$ cat src/rtl/ram64_pkg.sv
// Shared constants, FSM state encoding and length saturation helper for the
// RAM64 fill/verify engine.
package ram64_pkg;

  localparam int ADDRESS_WIDTH = 6;
  localparam int DATA_WIDTH    = 16;
  localparam int DEPTH         = 64;
  localparam int LEN_WIDTH     = ADDRESS_WIDTH + 1;

  localparam logic [LEN_WIDTH-1:0] MAX_LEN = 7'd64;

  typedef enum logic [1:0] {
    S_IDLE   = 2'd0,
    S_WRITE  = 2'd1,
    S_VERIFY = 2'd2,
    S_DONE   = 2'd3
  } state_t;

  // Requested word counts above the RAM depth are clamped to a full pass.
  function automatic logic [LEN_WIDTH-1:0] sat_len(input logic [LEN_WIDTH-1:0] len);
    if (len > MAX_LEN) begin
      return MAX_LEN;
    end else begin
      return len;
    end
  endfunction

endpackage

$ cat src/rtl/ram64_pattern_gen.sv
// Running seed/step accumulator producing the arithmetic fill pattern.
// load re-seeds the accumulator; advance adds step (wraps mod 2^16).
module ram64_pattern_gen
  import ram64_pkg::*;
(
  input  logic                  clk,
  input  logic                  reset,
  input  logic                  load,
  input  logic                  advance,
  input  logic [DATA_WIDTH-1:0] load_value,
  input  logic [DATA_WIDTH-1:0] step,
  output logic [DATA_WIDTH-1:0] value
);

  // Accumulator register: load has priority over advance.
  always_ff @(posedge clk) begin
    if (reset) begin
      value <= '0;
    end else if (load) begin
      value <= load_value;
    end else if (advance) begin
      value <= value + step;
    end
  end

endmodule

$ cat src/rtl/ram64_fill_ctrl.sv
// Fill / self-test sequencer driving RAM64 address, in and load.
// Writes word k = seed + k*step at base+k (mod 64) for a saturated length.
// Optional read-back pass is compiled in with RAM64_FILL_VERIFY_EN.
module ram64_fill_ctrl
  import ram64_pkg::*;
(
  input  logic                     clk,
  input  logic                     reset,
  input  logic                     start,
  input  logic [ADDRESS_WIDTH-1:0] base_addr,
  input  logic [LEN_WIDTH-1:0]     length,
  input  logic [DATA_WIDTH-1:0]    seed,
  input  logic [DATA_WIDTH-1:0]    step,
  output logic                     busy,
  output logic                     done,
  output logic [ADDRESS_WIDTH-1:0] ram_address,
  output logic [DATA_WIDTH-1:0]    ram_in,
  output logic                     ram_load,
  input  logic [DATA_WIDTH-1:0]    ram_out,
  output logic                     err,
  output logic [LEN_WIDTH-1:0]     mismatch_count
);

  state_t                   state, next_state;
  logic [ADDRESS_WIDTH-1:0] cfg_base;
  logic [LEN_WIDTH-1:0]     cfg_len;
  logic [DATA_WIDTH-1:0]    cfg_seed;
  logic [DATA_WIDTH-1:0]    cfg_step;
  logic [LEN_WIDTH-1:0]     word_idx, next_word_idx;
  logic [ADDRESS_WIDTH-1:0] next_address;
  logic                     next_busy, next_done, next_load;
  logic                     latch_cfg;
  logic                     pg_load, pg_advance;
  logic [DATA_WIDTH-1:0]    pg_load_value;
  logic                     last_word;

  assign last_word = (word_idx == (cfg_len - 7'd1));

  // The accumulator output is the registered ram_in and the verify reference.
  ram64_pattern_gen u_pattern (
    .clk        (clk),
    .reset      (reset),
    .load       (pg_load),
    .advance    (pg_advance),
    .load_value (pg_load_value),
    .step       (cfg_step),
    .value      (ram_in)
  );

  // State, counters, latched operation parameters and registered outputs.
  always_ff @(posedge clk) begin
    if (reset) begin
      state       <= S_IDLE;
      busy        <= 1'b0;
      done        <= 1'b0;
      ram_load    <= 1'b0;
      ram_address <= '0;
      word_idx    <= '0;
      cfg_base    <= '0;
      cfg_len     <= '0;
      cfg_seed    <= '0;
      cfg_step    <= '0;
    end else begin
      state       <= next_state;
      busy        <= next_busy;
      done        <= next_done;
      ram_load    <= next_load;
      ram_address <= next_address;
      word_idx    <= next_word_idx;
      if (latch_cfg) begin
        cfg_base <= base_addr;
        cfg_len  <= sat_len(length);
        cfg_seed <= seed;
        cfg_step <= step;
      end
    end
  end

  // Next-state and next-output decode; values describe the following cycle.
  always_comb begin
    next_state    = state;
    next_busy     = busy;
    next_done     = 1'b0;
    next_load     = 1'b0;
    next_address  = ram_address;
    next_word_idx = word_idx;
    latch_cfg     = 1'b0;
    pg_load       = 1'b0;
    pg_advance    = 1'b0;
    pg_load_value = cfg_seed;
    case (state)
      S_IDLE: begin
        next_busy = 1'b0;
        if (start) begin
          latch_cfg     = 1'b1;
          pg_load       = 1'b1;
          pg_load_value = seed;
          next_word_idx = '0;
          if (sat_len(length) == 7'd0) begin
            next_state = S_DONE;
            next_done  = 1'b1;
          end else begin
            next_state   = S_WRITE;
            next_busy    = 1'b1;
            next_load    = 1'b1;
            next_address = base_addr;
          end
        end else begin
          next_state = S_IDLE;
        end
      end
      S_WRITE: begin
        if (last_word) begin
          next_word_idx = '0;
`ifdef RAM64_FILL_VERIFY_EN
          pg_load       = 1'b1;
          next_state    = S_VERIFY;
          next_address  = cfg_base;
`else
          next_state    = S_DONE;
          next_busy     = 1'b0;
          next_done     = 1'b1;
`endif
        end else begin
          next_word_idx = word_idx + 7'd1;
          next_address  = ram_address + 6'd1;
          next_load     = 1'b1;
          pg_advance    = 1'b1;
        end
      end
`ifdef RAM64_FILL_VERIFY_EN
      S_VERIFY: begin
        if (last_word) begin
          next_state = S_DONE;
          next_busy  = 1'b0;
          next_done  = 1'b1;
        end else begin
          next_word_idx = word_idx + 7'd1;
          next_address  = ram_address + 6'd1;
          pg_advance    = 1'b1;
        end
      end
`endif
      S_DONE: begin
        next_state = S_IDLE;
        next_busy  = 1'b0;
      end
      default: begin
        next_state = S_IDLE;
        next_busy  = 1'b0;
      end
    endcase
  end

`ifdef RAM64_FILL_VERIFY_EN
  logic cmp_en;
  logic clear_status;

  assign cmp_en       = (state == S_VERIFY);
  assign clear_status = (state == S_IDLE) && start;

  // Sticky error flag and saturating mismatch counter for the read-back pass.
  always_ff @(posedge clk) begin
    if (reset || clear_status) begin
      err            <= 1'b0;
      mismatch_count <= '0;
    end else if (cmp_en && (ram_out != ram_in)) begin
      err <= 1'b1;
      if (mismatch_count != 7'h7F) begin
        mismatch_count <= mismatch_count + 7'd1;
      end
    end
  end
`else
  logic unused_inputs;

  assign err            = 1'b0;
  assign mismatch_count = 7'd0;
  assign unused_inputs  = ^{ram_out, cfg_base};
`endif

endmodule

$ cat config.mk
export PLATFORM = sky130hd
export DESIGN_NAME = ram64_fill_ctrl
export DESIGN_NICKNAME = d
export VERILOG_FILES = /design/src/rtl/ram64_pkg.sv /design/src/rtl/ram64_pattern_gen.sv /design/src/rtl/ram64_fill_ctrl.sv
export SDC_FILE = /design/constraint.sdc
export NUM_CORES = 1
export LEC_CHECK = 0
export ABC_AREA = 1
export CAP_MARGIN = 20
export CELL_PAD_IN_SITES_DETAIL_PLACEMENT = 1
export CELL_PAD_IN_SITES_GLOBAL_PLACEMENT = 1
export CORE_MARGIN = 3
export CORE_UTILIZATION = 37
export CTS_BUF_LIST = sky130_fd_sc_hd__clkbuf_4
export DETAILED_ROUTE_END_ITERATION = 7
export GPL_TIMING_DRIVEN = 0
export PLACE_DENSITY_LB_ADDON = 0.1
export SLEW_MARGIN = 20
export SYNTH_ARGS = -nofsm -noshare
export SYNTH_HDL_FRONTEND = slang
export SYNTH_SLANG_ARGS = --single-unit
$ cat constraint.sdc
create_clock -name clk -period 5.1 [get_ports clk]
set_input_delay 1.02 -clock clk [delete_from_list [all_inputs] [get_ports clk]]
set_output_delay 1.02 -clock clk [all_outputs]
set_load 0.01 [all_outputs]
== Word-level counts from Yosys, hierarchy flattened ==
Cells that the tools add are included.
Storage, ports and cells
  flip-flop bits (word level): 73
  output and inout port bits: 33
  word-level logic and storage cells: 58
Operators by class
  add/sub/neg operators: 4
  $lt $le $gt $ge: 1
  equal/unequal tests: 6
  muxes and demuxes: 31
  reductions and logical operators: 6
Operator list (count)
  $mux 16: 4
  $mux 7: 5
  $mux 6: 3
  $add 16x16->16: 1
  $pmux 7 s2: 1
  $pmux 6 s2: 1
  $mux 1: 10
  $ne 2x2->1 const B: 4
  $add 7x1->7 const B: 1
  $eq 7x7->1: 1
  $gt 7x7->1 const B: 1
  $logic_not 7->1: 1
  $sub 7x1->7 const B: 1
  $add 6x1->6 const B: 1
  $mux 2: 3
  $pmux 1 s2: 3
  $pmux 2 s2: 1
  $reduce_and 4->1: 1
  $reduce_bool 2->1: 2
  $eq 2x1->1 const B: 1
  $logic_not 2->1: 1
  $reduce_and 2->1: 1

== Longest topological paths before layout ==
  depth in word-level cells: 8
  depth in mapped cells: 15
  mapped depth without buffers: 15

== Modules after synthesis ==
From an unflattened synthesis, not the netlist that was laid out.
Second synthesis, totals
  cell total of the unflattened synthesis: 640
  area, all modules: 4330.4 µm²
By module, submodules not included
  ram64_fill_ctrl: times used 1, cells an instance 390, area each 2730.1 µm², sequential area each 1141.1 µm²
  ram64_pattern_gen: times used 1, cells an instance 250, area each 1600.3 µm², sequential area each 320.3 µm²

== Least setup slack after synthesis ==
Ideal clock, no wire load.
  path type: input port to flip-flop
  start point: input port length[0]
  end point: register ram_address[0]
  arrival: 2.017 ns
  required time: 4.985 ns
  setup slack: 2.968 ns
  stages: 8
  path buffers: 1
  cells stage by stage: or3_1 nor3_1 inv_1 nand2_1 buf_2 nand3_1 nand2_1 nor2_1
On the way
  longest elaborated chain between the ends: 7
RTL lines
  start, declared: line ram64_fill_ctrl.sv:11  | input logic [LEN_WIDTH-1:0] length,
  $gt 7x7->1: line ram64_pkg.sv:21  | if (len > MAX_LEN) begin
  $mux 7 (*): line ram64_pkg.sv:21
  $mux 7 (*): line ram64_fill_ctrl.sv:94  | if (start) begin
  $mux 7 (*): line ram64_fill_ctrl.sv:91  | case (state)
  $logic_not 7->1 (*): line ram64_fill_ctrl.sv:99  | if (sat_len(length) == 7'd0) begin
  $ne 2x2->1 (no source line) (*)
  $reduce_and 4->1 (no source line) (*)
  end signal, assigned: line ram64_fill_ctrl.sv:68  | ram_address <= next_address;
  end, declared: line ram64_fill_ctrl.sv:16  | output logic [ADDRESS_WIDTH-1:0] ram_address,
Every way passes the cells marked *; elsewhere a longest branch is shown, timed or not. The select of a mux whose other input is x is not followed.
A chain may end at the register's enable or synchronous reset.

== Final worst setup path ==
  start point: input port length[0]
  end point: register ram_address[5]
The elaborated chain is that of the path after synthesis.

==> impl_metrics.py <==
metrics = {
    "floorplanning": {
        "core_area_um2": 10040,
        "num_rows": 36,
        "die-area_um2": 11850,
        "fp.dieH_um": 108.9,
        "die_w_um": 108.9,
        "num_io_pins": 97,
        "start_util_pct": 38.99,
    },
    "grt": {
        "grt_max_degree": 11,
        "grt_pass1_wl_mm": 21.29,
        "antenna_found_initial": 0,
        "grt_pass1_vias": 4441,
        "track_usage_pct": 22.84,
        "grt_remaining_overflow": 0,
    },
    "setup_path": {
        "endpoint_kind": "flop",
        "cp_slowest_stage_delay_ns": 0.41,
        "reg2reg_depth": 15,
        "critPathRequiredTime_ns": 5.40,
        "cp_slowest_cell": "clkdlybuf4s50_1",
        "regToRegStartpoint": "u_pattern.value[0]",
        "critPathArrivalTime_ns": 2.76,
        "critPathKind": "in2reg",
        "r2r_slack_ns": 2.75,
        "r2r-end": "u_pattern.value[14]",
        "path_common_cell": "nand2_1",
        "crit_chain": "clkdlybuf4s50_1, or3_1, nor3_1, inv_1, nand2_1, buf_2, nand3_1, nand2_1, nor2_1",
        "critPathLaunchType": "input port",
        "cp_max_fo": 10,
    },
    "route": {
        "dr.pass1.iters": 4,
        "via_per_inst": 4.957,
        "vias": 4263,
        "drtAntennaViolNets": 0,
        "drt_wl_total_mm": 12.93,
        "drc": 0,
        "post_drt_wl_per_cell_um": 15.03,
        "drtIter0Drc": 181,
    },
    "hold_path": {
        "hold_end": "cfg_step[12]",
        "min_from": "cfg_step[12]",
        "hold_depth": 2,
        "hold_class": "reg2reg",
    },
    "yosys": {
        "async_flop_share_pct": 0,
        "synth_top_area_share_pct": 29.14,
        "yosysTopAreaCell": "dfxtp_1",
        "synth_edf_count": 0,
        "ys_ff_latch": 57,
        "syn_avg_cell_area_um2": 6.177,
        "syn-instance-count": 634,
        "synthTopCellsByArea": "dfxtp_1, nand2_1, nand3_1",
        "synth-seq-area-share_pct": 29.14,
        "synth_ff_type": "dfxtp_1",
        "synth.distinct_cells": 35,
        "yosys_warnings": 0,
        "synth_area_um2": 3916,
    },
    "finish": {
        "diodes": 0,
        "final_cell_mix": "nand2_1, nor2_1, inv_1, nand3_1, clkdlybuf4s50_1",
        "final_common_cell": "nand2_1",
        "drive_above_1_share_pct": 6.602,
        "final_nets": 805,
        "area_growth_pct": 26.84,
        "final_cells": 860,
        "final_cell_area_um2": 4967,
    },
    "timing": {
        "finalClockSkew_ns": 0.01843,
        "setup_viol": 0,
        "hold_viol": 0,
        "drv_slew": 0,
        "fin_tns_setup_ns": 0,
        "max_freq_mhz": 406.6,
        "fin_crit_sh_pct": 48.23,
        "hold_ws_ns": 0.5002,
        "rsz0062_at_grt": "no",
        "slew_headroom_pct": 55.32,
        "period_minus_slack_ns": 2.460,
        "worstMarginPinSlew_ns": 0.6703,
    },
    "placement": {
        "gp_congestion": 0.8784,
        "dp_hpwl_mm": 10.10,
        "port_buffers": 70,
        "place_area_um2": 4810,
        "post-place-cells": 844,
    },
    "cts": {
        "clk_pin_slew_ns": 0.10,
        "htree_num_levels": 3,
        "clock_path_buffers": 2,
        "cts_resized": 0,
        "clock-sinks": 57,
        "cts_tree": "done",
        "post_cts_buffers": 0,
        "clock_latency_ns": 0.41,
        "cts_root_buffer": "clkbuf_4",
        "numCtsBuffers": 9,
        "cts_hold_buf": 0,
    },
    "power_and_ir_drop": {
        "p_leak_nw": 2.419,
        "pwr_density_cell_nw_per_um2": 295.0,
        "power_mw": 1.466,
        "max-vdd-ir-drop_mv": 0.1355,
    },
    "status": {
        "status": "completed",
    },
    "flow_run": {
        "maxCapViolations": 0,
    },
}
## state kept, by name, indices dropped and copies added (netlist names)
| name | cells |
|---|---|
| busy | 1 |
| cfg_len | 7 |
| cfg_step | 16 |
| done | 1 |
| ram_address | 6 |
| ram_load | 1 |
| state | 2 |
| u_pattern.value | 16 |
| word_idx | 7 |
## synthesized netlist by cell type (6+ instances only)
cell / n
a21oi_1: 41
buf_2: 7
buf_4: 9
clkbuf_1: 13
dfxtp_1: 57
ha_1: 18
inv_1: 75
nand2_1: 167
nand3_1: 70
nor2_1: 88
nor3_1: 6
o21ai_0: 28
xnor2_1: 6
xor2_1: 11
## critical path, delay by kind of cell
kind          cells  cell delay, ns
buf+inv           3            0.74
simple gates      6            1.00
## metal layers
layer,vias up,share of wire (%),global-route usage [%]
met5,-,0,0
met1,2001,47,29.70
met2,93,46,38.86
met4,0,0.88,5.500
li1,2159,-,-
met3,10,5.4,4.440
## cells by family after synthesis
logic type               share of synthesized area [%]
AND/OR/NAND/NOR                                  37.89
buffers and inverters                            12.72
AO/OA/AOI/OAI                                    10.10
flip-flops                                       29.14
adder cells (fa/ha/maj)                          6.262
XOR/XNOR                                         3.802
other                                          0.09575
## power breakdown
group | internal (mW) | switching [mW] | total, mW | leakage [nW]
Combinational | 0.231 | 0.308 | 0.540 | 1.86
Sequential | 0.494 | 0.0446 | 0.538 | 0.470
Clock | 0.202 | 0.186 | 0.388 | 0.0862
## how the worst max path moves through the flow
stage | end | cells past startpoint | start
floorplan | ram_address[0] | 8 | length[0]
global placement | ram_address[1] | 9 | length[0]
detailed placement | ram_address[5] | 9 | length[0]
CTS | ram_address[2] | 1 | ram_address[2]
global route | ram_address[5] | 9 | length[0]
finish | ram_address[5] | 9 | length[0]
## stage by stage
stage,setup WS [ns],util (%)
floorplan,2.968,-
global placement,2.216,47.88
detailed placement,2.192,47.88
CTS,2.634,49.45
global route,2.387,49.45
finish,2.640,49.45
## final cells by class
class	count	area, um2
Buffer	37	212.7
Clock buffer	10	75.07
Clock inverter	6	82.58
Fill cell	1395	5077
Inverter	76	285.3
Multi-Input combinational cell	471	2303
Sequential cell	57	1141
Tap cell	133	166.4
Timing Repair Buffer	70	700.7
Note: power is estimated with default switching activity, not from simulation.
==> edit: new RTL, config.mk and constraints unchanged <==
Add a define of `RAM64_FILL_VERIFY_EN`.
--- a/src/rtl/ram64_fill_ctrl.sv
+++ b/src/rtl/ram64_fill_ctrl.sv
@@ -1,6 +1,8 @@
 // Fill / self-test sequencer driving RAM64 address, in and load.
 // Writes word k = seed + k*step at base+k (mod 64) for a saturated length.
 // Optional read-back pass is compiled in with RAM64_FILL_VERIFY_EN.
+`define RAM64_FILL_VERIFY_EN
+
 module ram64_fill_ctrl
   import ram64_pkg::*;
 (
Behaviour: not the same (Yosys sat finds a counterexample within 4 cycles, from zero or initial values and one cycle with reset high).
==> edit against the unedited design <==
Wire length rose by 34%. Design area up 31%. Setup slack worse by 0.64 ns. Cell count increased by 23%. Power rose by 110%. Fmax is 21% lower. Sequential cell count grew 30. Area after synthesis up 33%. Sequential share of layout area increased by 3.8 points. Largest power group unchanged.
==> edit: results <==
[global_routing]
grt_pass1_vias = 5588
grt.met1_usage = 0.3061
antenna_found_initial = 1
grt_pass1_wl_mm = 28.50
grt_use_met2 = 0.3610
grt.total_usage = 0.2240
grt_max_degree = 15
met3_usage = 0.03345

[detailed_routing]
met3_length_um = 568
drt_iter0_markers = 267
drt-vias-per-instance = 5.068
wl_met1_mm = 8.505
wl_per_cell_um = 16.36
wl_met2_mm = 7.990
wl_mm = 17.36

[yosys]
yosys-top-cells-count = "nand2_1 (168), nor2_1 (112), dfxtp_1 (87)"
synth_cell_types = 42
yosysSeqAreaShare = 0.3352
netlist_top_cells_area = "dfxtp_1 (34%), nand2_1 (12%), nor2_1 (8.1%)"
avgSynthCellArea_um2 = 6.731

[outcome]
status = "finished clean"

[power]
leakagePower_nw = 2.909
switching_power_mw = 1.394
ir_worst_vdd_uv = 173.4

[placed_design]
gp_congestion = 0.8918
place_hpwl_mm = 13.63
pre_cts_ws_ns = 1.575
post-place-cells = 1043
portBuffers = 95
placed_area_mm2 = 0.006367

[setup_path]
cp_slowest_cell = "buf_1"
rrSetupSlack_ns = 2.38
worstSetupEndpoint = "cfg_base[3]$_SDFFE_PP0P_"
worst_r2r_endpoint = "cfg_base[3]$_SDFFE_PP0P_"
r2r_start = "state[0]$_SDFFE_PP0P_"
worstPathArrival_ns = 3.49
crit_fanout = 10
crit_family = "buffers and inverters"
worstRegToRegCells = 8
crit_path_max_incr_delay_ns = 0.58
crit_start = "start"

[timing]
finalClockSkew_ns = 0.02064
fmax_mhz = 322.8
slew_headroom = 0.3154
hold_ws_ns = 0.4900

[hold_path]
min_from = "cfg_base[2]$_SDFFE_PP0P_"
holdPathStages = 2
min_to = "cfg_base[2]$_SDFFE_PP0P_"

[clock_network]
clock_latency_ns = 0.47
clk_pin_slew_ns = 0.15
cts_root_buf = "clkbuf_4"

[finish]
largestRegisters = "cfg_seed x16, cfg_step x16, u_pattern.value x16"
nets = 967
drive_above_1_share = 0.05436
[edit: cell types whose count changed after synthesis, sizes merged, moves of 9 or more]
cell,change
buf,-15
or2,+10
o21ai,+21
xnor2,+9
xor2,+9
nor2,+26
a21oi,+13
dfxtp,+30
[edit: power by group through the flow]
stage | logic (mW) | registers [mW] | clock network, mW
2_1_floorplan | 1.05 | 0.994 | 0
3_3_place_gp | 1.57 | 0.993 | 0
3_5_place_dp | 1.63 | 1.00 | 0
4_1_cts | 1.64 | 0.985 | 0.433
5_1_grt | 1.84 | 1.01 | 0.463
6_report | 1.63 | 0.984 | 0.420
[edit: kinds of logic (layout without fill, tap and decap cells)]
| family | after synthesis | after routing | synth area share |
|---|---|---|---|
| xor gates and xnor gates | 35 | 35 | 0.05899 |
| other | 0 | 2 | 0 |
| buffers and inverters | 105 | 216 | 0.07946 |
| AOI/OAI and AO/OA | 125 | 125 | 0.1295 |
| and+or+nand+nor | 389 | 389 | 0.3236 |
| adders and majority gates | 25 | 25 | 0.06164 |
| muxes | 6 | 6 | 0.01156 |
| DFF | 87 | 87 | 0.3352 |
[edit: cell type report]
class | count | area, µm²
diodes | 2 | 5.005
plain buffers | 23 | 105.1
clock buffers | 11 | 82.58
clock inverters | 5 | 57.56
fillers | 1826 | 6993
inverters | 82 | 307.8
multi-input cells | 580 | 3042
flip-flops and latches | 87 | 1742
well taps | 176 | 220.2
repair buffers | 95 | 950.9
[edit: worst min-delay path: cells and delay by family, from the launching register on]
kind	cells	cell delay (ns)
DFF	1	0.33
buffers and inverters	1	0.06
AOI/OAI and AO/OA	1	0.08
